==> config.mk <==
export PLATFORM = sky130hd
export DESIGN_NAME = fifo_word_packer_flat
export DESIGN_NICKNAME = d
export VERILOG_FILES = /design/src/rtl/fifo_word_packer_if.sv /design/src/rtl/fifo_word_packer.sv /design/src/flat_wrapper.sv
export SDC_FILE = /design/constraint.sdc
export NUM_CORES = 1
export LEC_CHECK = 0
export BUFFER_PORTS_ARGS = -buffer_cell sky130_fd_sc_hd__buf_4
export CORE_UTILIZATION = 45
export CTS_BUF_LIST = sky130_fd_sc_hd__clkbuf_2 sky130_fd_sc_hd__clkbuf_4 sky130_fd_sc_hd__clkbuf_8
export DETAILED_ROUTE_END_ITERATION = 8
export PLACE_DENSITY = 0.76
export SYNTH_ARGS = -nofsm -noshare
export SYNTH_HDL_FRONTEND = slang
export SYNTH_SLANG_ARGS = --single-unit
==> constraint.sdc <==
create_clock -name clk -period 1.85 [get_ports clk]
set_input_delay 0.0925 -clock clk [delete_from_list [all_inputs] [get_ports clk]]
set_output_delay 0.0925 -clock clk [all_outputs]
set_load 0.03 [all_outputs]
==> src/rtl/fifo_word_packer_if.sv <==
// Handshake bundle for fifo_word_packer: FIFO read side in, packed valid/ready word out.
interface fifo_word_packer_if #(
    parameter int DATA_WIDTH = 8,
    parameter int PACK       = 4
) ();
    logic                         fifo_empty;
    logic                         fifo_rd;
    logic [DATA_WIDTH-1:0]        fifo_dout;
    logic                         flush;
    logic [DATA_WIDTH*PACK-1:0]   m_data;
    logic [PACK-1:0]              m_keep;
    logic                         m_valid;
    logic                         m_ready;

    modport master (
        input  fifo_empty,
        input  fifo_dout,
        input  flush,
        input  m_ready,
        output fifo_rd,
        output m_data,
        output m_keep,
        output m_valid
    );

    modport slave (
        output fifo_empty,
        output fifo_dout,
        output flush,
        output m_ready,
        input  fifo_rd,
        input  m_data,
        input  m_keep,
        input  m_valid
    );
endinterface

==> src/rtl/fifo_word_packer.sv <==
// Pops FIFO entries and packs PACK of them (lane 0 first) into one word on a valid/ready output.
// Partial-word flush with lane-keep mask is compiled in when FIFO_PACKER_FLUSH_EN is defined.
module fifo_word_packer #(
    parameter int DATA_WIDTH = 8,
    parameter int PACK       = 4
) (
    input  logic               clk,
    input  logic               rst,
    fifo_word_packer_if.master bus
);
    localparam int IDX_W  = $clog2(PACK) + 1;
    localparam int WORD_W = DATA_WIDTH * PACK;
    localparam logic [IDX_W:0]   PACK_LIM = (IDX_W + 1)'(PACK);
    localparam logic [IDX_W-1:0] LAST_IDX = IDX_W'(PACK - 1);

    typedef enum logic [0:0] {
        FILL = 1'b0,
        HOLD = 1'b1
    } state_t;

    state_t             state_r;
    state_t             state_s;
    logic [IDX_W-1:0]   idx_r;
    logic [IDX_W-1:0]   idx_s;
    logic               pend_r;
    logic               flush_req_r;
    logic               flush_req_s;
    logic [WORD_W-1:0]  data_r;
    logic [WORD_W-1:0]  data_s;
    logic [PACK-1:0]    keep_r;
    logic [PACK-1:0]    keep_s;
    logic               valid_r;
    logic               valid_s;
    logic               rd_s;
    logic               flush_go_s;
    logic               handshake_s;

    // Mask with ones for every lane strictly below n.
    function automatic logic [PACK-1:0] lanes_below(input logic [IDX_W-1:0] n);
        logic [PACK-1:0] m;
        m = {PACK{1'b0}};
        for (int i = 0; i < PACK; i++) begin
            m[i] = (IDX_W'(i) < n);
        end
        return m;
    endfunction

    // Returns w with lane `lane` replaced by d.
    function automatic logic [WORD_W-1:0] put_lane(
        input logic [WORD_W-1:0]     w,
        input logic [IDX_W-1:0]      lane,
        input logic [DATA_WIDTH-1:0] d
    );
        logic [WORD_W-1:0] r;
        r = w;
        for (int i = 0; i < PACK; i++) begin
            r[i*DATA_WIDTH +: DATA_WIDTH] = (IDX_W'(i) == lane) ? d : w[i*DATA_WIDTH +: DATA_WIDTH];
        end
        return r;
    endfunction

`ifdef FIFO_PACKER_FLUSH_EN
    // Flush is honoured only once no capture is outstanding.
    always_comb begin
        flush_go_s = 1'b0;
        if (state_r == FILL && flush_req_r && !pend_r) begin
            flush_go_s = 1'b1;
        end else begin
            flush_go_s = 1'b0;
        end
    end
`else
    logic unused_flush_s;
    assign unused_flush_s = bus.flush;

    // Without the flush feature a partial word simply waits for more entries.
    always_comb begin
        flush_go_s = 1'b0;
    end
`endif

    // Read strobe: never ask for more entries than free lanes, counting the one in flight.
    always_comb begin
        rd_s = 1'b0;
        if (!rst && state_r == FILL && !bus.fifo_empty && !flush_req_r &&
            (({1'b0, idx_r} + {{IDX_W{1'b0}}, pend_r}) < PACK_LIM)) begin
            rd_s = 1'b1;
        end else begin
            rd_s = 1'b0;
        end
    end

    // Next-state and output-register logic of the FILL/HOLD machine.
    always_comb begin
        state_s     = state_r;
        idx_s       = idx_r;
        data_s      = data_r;
        keep_s      = keep_r;
        valid_s     = valid_r;
        flush_req_s = flush_req_r;
        handshake_s = valid_r && bus.m_ready;

        case (state_r)
            FILL: begin
                if (pend_r) begin
                    data_s = put_lane(data_r, idx_r, bus.fifo_dout);
                    idx_s  = idx_r + IDX_W'(1);
                    if (idx_r == LAST_IDX) begin
                        valid_s = 1'b1;
                        keep_s  = {PACK{1'b1}};
                        state_s = HOLD;
                    end else begin
                        state_s = FILL;
                    end
                end else if (flush_go_s) begin
                    flush_req_s = 1'b0;
                    if (idx_r != {IDX_W{1'b0}}) begin
                        valid_s = 1'b1;
                        keep_s  = lanes_below(idx_r);
                        state_s = HOLD;
                    end else begin
                        state_s = FILL;
                    end
                end else begin
                    state_s = FILL;
                end
            end
            HOLD: begin
                if (handshake_s) begin
                    valid_s = 1'b0;
                    data_s  = {WORD_W{1'b0}};
                    keep_s  = {PACK{1'b0}};
                    idx_s   = {IDX_W{1'b0}};
                    state_s = FILL;
                end else begin
                    state_s = HOLD;
                end
            end
            default: begin
                valid_s = 1'b0;
                data_s  = {WORD_W{1'b0}};
                keep_s  = {PACK{1'b0}};
                idx_s   = {IDX_W{1'b0}};
                state_s = FILL;
            end
        endcase

`ifdef FIFO_PACKER_FLUSH_EN
        // A new request wins over the clear of an older one on the same edge.
        if (bus.flush) begin
            flush_req_s = 1'b1;
        end else begin
            flush_req_s = flush_req_s;
        end
`else
        flush_req_s = 1'b0;
`endif
    end

    // State, lane index, in-flight read flag and registered outputs.
    always_ff @(posedge clk or posedge rst) begin
        if (rst) begin
            state_r     <= FILL;
            idx_r       <= {IDX_W{1'b0}};
            pend_r      <= 1'b0;
            flush_req_r <= 1'b0;
            data_r      <= {WORD_W{1'b0}};
            keep_r      <= {PACK{1'b0}};
            valid_r     <= 1'b0;
        end else begin
            state_r     <= state_s;
            idx_r       <= idx_s;
            pend_r      <= rd_s;
            flush_req_r <= flush_req_s;
            data_r      <= data_s;
            keep_r      <= keep_s;
            valid_r     <= valid_s;
        end
    end

    assign bus.fifo_rd = rd_s;
    assign bus.m_data  = data_r;
    assign bus.m_keep  = keep_r;
    assign bus.m_valid = valid_r;

endmodule
==> src/flat_wrapper.sv <==
// flat-port wrapper written by rule: the top's interface ports become plain ports
module fifo_word_packer_flat 
#(
    parameter int DATA_WIDTH = 8,
    parameter int PACK       = 4
)
  (clk, rst, bus_fifo_empty, bus_fifo_dout, bus_flush, bus_m_ready, bus_fifo_rd, bus_m_data, bus_m_keep, bus_m_valid);
  fifo_word_packer_if #(.DATA_WIDTH(DATA_WIDTH), .PACK(PACK)) bus_i ();
  input  logic clk;
  input  logic rst;
  input wire logic [$bits(bus_i.fifo_empty)-1:0] bus_fifo_empty;
  input wire logic [$bits(bus_i.fifo_dout)-1:0] bus_fifo_dout;
  input wire logic [$bits(bus_i.flush)-1:0] bus_flush;
  input wire logic [$bits(bus_i.m_ready)-1:0] bus_m_ready;
  output wire logic [$bits(bus_i.fifo_rd)-1:0] bus_fifo_rd;
  output wire logic [$bits(bus_i.m_data)-1:0] bus_m_data;
  output wire logic [$bits(bus_i.m_keep)-1:0] bus_m_keep;
  output wire logic [$bits(bus_i.m_valid)-1:0] bus_m_valid;
  assign bus_i.fifo_empty = bus_fifo_empty;
  assign bus_i.fifo_dout = bus_fifo_dout;
  assign bus_i.flush = bus_flush;
  assign bus_i.m_ready = bus_m_ready;
  assign bus_fifo_rd = bus_i.fifo_rd;
  assign bus_m_data = bus_i.m_data;
  assign bus_m_keep = bus_i.m_keep;
  assign bus_m_valid = bus_i.m_valid;
  fifo_word_packer #(.DATA_WIDTH(DATA_WIDTH), .PACK(PACK)) u_core (.clk(clk), .rst(rst), .bus(bus_i));
endmodule
==> reports/qor.txt, run 1 <==
Status - complete, no violations
Post-Syn Instances - 110
Final wirelength - 3.88 mm
Area growth from synthesis to layout - 38.6%
Mux share of post-synthesis cell area - 0%
Final Cycle Share - 96.5%
CP max stage cell - or4_4
Most frequent cells in the layout - buf_4 (52), dfrtp_1 (36), a22o_1 (32), dlygate4sd3_1 (10)
Crit path cell chain - or4_4 -> a31oi_2 -> buf_6
Synth Area in Adders - 3.96%
EDFF count, synth - 0
Library cells used by synthesis - 20
Critical path launch point type - flop
Most common cell after layout, fill and taps aside - buf_4
Tot Pwr - 4.22 mW
Antenna violations before repair - 0
Most frequently used flop master after synthesis - dfrtp_1
Synth Area in Compound Gates - 20.0%
Post-DP Area - 0.00195 sq mm
Combinational family with the most area after synthesis - compound AO/OA/AOI/OAI gates
XOR/XNOR Fraction of Synth Area - 0%
Endpoints failing hold - 0
Ys async rst share - 100%
Final Slew Violations - 0
First-pass GRT wire length - 5.61 mm
WL met3 - 248 microns
DRC viols - 0
# rows - 21
Dpl hpwl - 2.54 mm
Clk_lat worst skew - 360 ps
Simple-gate area share of the yosys netlist - 10.2%
Max-slew headroom - 66.9%
Worst Path Class, Setup - reg -> out
Worst path required time - 1760 ps
Die width - 61.2 microns
LEAKAGE - 1.15 nW
Met2 routed WL - 1.99 mm
CTS clock-pin slew for the worst setup and hold paths - 110 ps
Grt total ovfl - 0
Bufs on Longest Clock Path - 2
Vias per cell - 5.51
Crit. End Element - output pin
CTS Buf Count - 5
Crit Path Max Fanout - 5
Post-Syn Nets - 128
CTS tree - built
Synth warnings - 0
Sequential fraction of the synthesis area - 60.2%
Root Buffer - clkbuf_4
RSZ-0062 raised after global routing - no
Buffers on Ports - 49
Core box area - 0.00334 sq mm
Fin nets - 190
Die Y-Extent - 61.2 microns
Achievable frequency - 0.560 GHz
Share of cells above drive strength 1 - 41.6%
Clock sinks - 38
Setup Skew - 20.9 ps
Total iterations of the first detailed-routing run - 4
PwrDens - 1930 mW/mm^2
Worst Hold Class - in -> reg
Slowest stage delay, CP - 540 ps
Routed Antenna Nets - 0
Final Critical Period - 1790 ps
Overall Global Routing Usage - 21.4%
Finished Cell Area - 0.00219 sq mm
DR iter-0 viols - 85
Area of the mapped netlist - 0.00158 sq mm
Die area - 0.00375 sq mm
Max cap viols - 0
Fin util - 65.6%
Highest metal used - met4
# diodes - 0
CTS H-tree depth - 2
Wl on met1 - 1.62 mm
Initial Util - 47.3%
GP Congestion - 0.747
WL per Instance - 17.7 microns
Worst-Margin Slew - 496 ps
Critical Path AT - 1690 ps
TNS Setup - 0 ps
I/O Pins - 51
Final Setup Violations - 0
Largest net degree at the start of global routing - 39
VDD IR max - 782 uV
Vias - 1207
Avg Cell Area, Syn - 14.4 sq um
Number of synthesized register bits - 38
Vias in the first global route - 1141
## Yosys cell counts, types with 2 or more instances
cell type  number  area (sq um)
a21o_1          2          15.0
and4bb_2        2          25.0
inv_1           5          18.8
buf_4           4          30.0
o21ai_0         3          15.0
a22o_1         32           280
nand3_1         4          20.0
ha_1            5          62.6
nor2_8          3          60.1
dfrtp_1        38           951
buf_6           3          33.8
## worst paths after layout
check / startpoint / endpoint / slack [ps] / cells after the start
worst min-delay path: bus_m_ready / u_core.state_r$_DFF_PP0_ / 50 / 3
worst max register to register: u_core.idx_r[0]$_DFFE_PP0P_ / u_core.bus.m_data[26]$_DFFE_PP0P_ / 150 / 5
min in group asynchronous: rst / u_core.bus.m_data[0]$_DFFE_PP0P_ / 390 / 4
worst max-delay path: u_core.idx_r[2]$_DFFE_PP0P_ / bus_fifo_rd / 60 / 3
worst min register to register: u_core.bus.m_data[23]$_DFFE_PP0P_ / u_core.bus.m_data[23]$_DFFE_PP0P_ / 520 / 1
max in group asynchronous: rst / u_core.idx_r[2]$_DFFE_PP0P_ / 1090 / 4
## timing repair
item | 4_1_cts | 5_1_grt
buffers inserted | 1 | 1
hold endpoints to repair | 57 | 1
resized for setup | 1 | 4
setup endpoints to repair | 1 | 1
hold buffers | 9 | 1
## critical path: cells and delay by family (launching register included)
kind            cells  cell delay, ps
buf+inv             1             160
flops               1             450
compound gates      1             200
simple gates        1             540
## area by class of cell
type                            instances  area (sq um)
Clock inverter                          3          68.8
Timing Repair Buffer                   63           502
Fill cell                             257          1150
Sequential cell                        38           953
Inverter                                5          18.8
Clock buffer                            5          37.5
Tap cell                               46          57.6
Multi-Input combinational cell         59           551
## flip-flops by register name, indices dropped and copies added (netlist names)
name	count
u_core.pend_r	1
u_core.bus.m_data	32
u_core.state_r	1
u_core.idx_r	3
u_core.bus.m_keep	1
## power by group
group / switching (mW) / leakage (nW) / total, mW / internal [mW]
combinational: 1.19 / 0.601 / 2.04 / 0.849
sequential: 0.280 / 0.493 / 1.47 / 1.19
clock: 0.293 / 0.0554 / 0.716 / 0.423
## through the flow
stage                     instances  setup WS, ps  hold slack, ps
final                           219          64.1            46.9
after global routing            219          14.3            46.9
after CTS                       217          3.33            2.38
after detailed placement        199           219             252
after global placement          199           304             230
after floorplan                 110           185             232
## layer usage
layer  GRT usage [%]  vias up
li1                -      541
met2            35.4       51
met4            5.84        0
met1            27.4      613
met5               0        -
met3            6.30        2
## logic make-up after synthesis
family          Yosys count
compound gates           38
flops                    38
fa+ha+maj                 5
buf+inv                  13
simple gates             16
(Power assumes the default switching activity.)
==> inputs of run 2 (changes only) <==
Settings changed: CORE_ASPECT_RATIO from default to 0.7, CORE_UTILIZATION 45 to 52, PLACE_DENSITY 0.76 to 0.86.
==> run 2 against run 1 <==
Compared with the run above: utilization up 8.2 points; cell count down 9.1%; fmax up 1.7%; total power up 2.2%; critical path type unchanged.
==> reports/qor.txt, run 2 (synthesis results as in run 1) <==
Slowest stage delay, CP - 520 ps (was 540 ps)
Setup Skew - 3.67 ps (was 20.9 ps)
Worst path required time - 1760 ps (about the same)
Largest net degree at the start of global routing - 39 (unchanged)
Clk_lat worst skew - 280 ps (was 360 ps)
DRC viols - 0 (unchanged)
Die area - 0.00326 sq mm (was 0.00375 sq mm)
Die Y-Extent - 48.1 microns (was 61.2 microns)
Launch point of the critical path - u_core.state_r$_DFF_PP0_ (was u_core.idx_r[2]$_DFFE_PP0P_)
CP max stage cell - or4_1 (was or4_4)
M3 GR Usage - 6.07% (was 6.30%)
Crit path cell chain - or4_1 -> a31oi_1 -> buf_4 (was or4_4 -> a31oi_2 -> buf_6)
Worst Hold Class - in -> reg (unchanged)
Bufs on Longest Clock Path - 2 (unchanged)
Final wirelength - 3.62 mm (was 3.88 mm)
Clock sinks - 38 (unchanged)
Family with the most delay on the worst path - simple AND/OR/NAND/NOR gates (unchanged)
Fin nets - 180 (was 190)
Grt total ovfl - 0 (unchanged)
Endpoints failing hold - 0 (unchanged)
Final hold slack - 46.9 ps (about the same)
Final Cycle Share - 94.9% (was 96.5%)
I/O Pins - 51 (unchanged)
Max-slew headroom - 68.7% (was 66.9%)
WL per Instance - 18.2 microns (was 17.7 microns)
Buffers on Ports - 49 (unchanged)
# diodes - 0 (unchanged)
Critical path launch point type - flop (unchanged)
Hold Crit Start - bus_fifo_empty (was bus_m_ready)
Overall Global Routing Usage - 23.3% (was 21.4%)
CTS resizes - 0 (was 1)
Vias in the first global route - 989 (was 1141)
Worst Path Buf+Inv - 1 (unchanged)
Max cap viols - 0 (unchanged)
Area growth from synthesis to layout - 32.9% (was 38.6%)
Vias per cell - 5.71 (was 5.51)
Non-filler cells, final - 199 (was 219)
Most frequent cells in the layout - buf_4 (52), dfrtp_1 (38), a22o_1 (32), clkbuf_8 (6) (was buf_4 (52), dfrtp_1 (36), a22o_1 (32), dlygate4sd3_1 (10))
Worst Path Class, Setup - reg -> out (unchanged)
Most common cell after layout, fill and taps aside - buf_4 (unchanged)
Die width - 67.9 microns (was 61.2 microns)
Crit Path Max Fanout - 9 (was 5)
LEAKAGE - 1.12 nW (was 1.15 nW)
Final Setup Violations - 0 (unchanged)
RSZ-0062 raised after global routing - no (unchanged)
CTS tree - built (unchanged)
DR iter-0 viols - 85 (unchanged)
Met1 usage - 33.4% (was 27.4%)
TNS Setup - 0 ps (unchanged)
Core box area - 0.00284 sq mm (was 0.00334 sq mm)
Dpl hpwl - 2.62 mm (was 2.54 mm)
Fin util - 73.8% (was 65.6%)
CTS H-tree depth - 2 (unchanged)
Final Critical Period - 1760 ps (was 1790 ps)
VDD IR max - 1350 uV (was 782 uV)
CTS Buf Count - 5 (unchanged)
Crit. End Element - output pin (unchanged)
Status - complete, no violations (unchanged)
Routed Antenna Nets - 0 (unchanged)
Vias - 1136 (was 1207)
Initial Util - 55.5% (was 47.3%)
Max FFs per register - 32 (unchanged)
Critical Path AT - 1660 ps (was 1690 ps)
GRT met2 Usage - 34.9% (was 35.4%)
PwrDens - 2060 mW/mm^2 (was 1930 mW/mm^2)
GRT Max-Usage Layer - met2 (unchanged)
Achievable frequency - 0.569 GHz (was 0.560 GHz)
Root Buffer - clkbuf_8 (was clkbuf_4)
CTS clock-pin slew for the worst setup and hold paths - 70 ps (was 110 ps)
Antenna violations before repair - 0 (unchanged)
Final Slew Violations - 0 (unchanged)
Dpl cells - 190 (was 199)
# rows - 16 (was 21)
Share of cells above drive strength 1 - 41.1% (was 41.6%)
Worst r2r src - u_core.idx_r[0]$_DFFE_PP0P_ (unchanged)
GP Congestion - 0.771 (was 0.747)
First-pass GRT wire length - 5.15 mm (was 5.61 mm)
Worst-Margin Slew - 469 ps (was 496 ps)
Total iterations of the first detailed-routing run - 4 (unchanged)
run 2: final timing paths:
kind,endpoint,slack [ps],cells past startpoint
max,bus_fifo_rd,90,3
min,u_core.pend_r$_DFF_PP0_,50,3
max reg2reg,u_core.bus.m_data[25]$_DFFE_PP0P_,170,5
min reg2reg,u_core.bus.m_data[15]$_DFFE_PP0P_,500,1
max in group asynchronous,u_core.bus.m_data[1]$_DFFE_PP0P_,1040,4
min in group asynchronous,u_core.pend_r$_DFF_PP0_,470,4
run 2: layout make-up:
type                    count  area, sq um
clock buffers               6         82.6
clock inverters             2         60.1
fillers                   191          744
inverters                   5         18.8
multi-input cells          59          541
flip-flops and latches     38          951
well taps                  36         45.0
repair buffers             53          400
run 2: per-layer routing:
layer | routed length [microns] | part of all wire [%]
met5 | 0 | 0
met4 | 15 | 0.41
met3 | 277 | 7.7
met2 | 1710 | 47
met1 | 1610 | 45
run 2: metrics by stage:
stage | instance area, sq um | power (mW) | worst slack [ps]
floorplan | 1580 | 2.74 | 185
global placement | 1950 | 3.39 | 270
detailed placement | 1950 | 3.46 | 204
CTS | 2100 | 4.33 | 96.7
global route | 2100 | 4.54 | 9.97
finish | 2100 | 4.32 | 93.8
run 2: tightest hold or removal path: stages:
cell	delay [ps]
buf_4	70
or4_1	80
a31oi_1	40
run 2: power breakdown:
| group | internal, mW | total [mW] | switching [mW] |
|---|---|---|---|
| clock network | 0.575 | 0.858 | 0.283 |
| registers | 1.19 | 1.48 | 0.291 |
| logic | 0.813 | 1.98 | 1.17 |
| total | 2.58 | 4.32 | 1.74 |
run 2: repair_timing:
| action | CTS | global route |
|---|---|---|
| setup buffers | 0 | 0 |
| hold endpoints to repair | 38 | 0 |
| hold buffers | 1 | 0 |
| endpoints found under the setup margin | 0 | 0 |
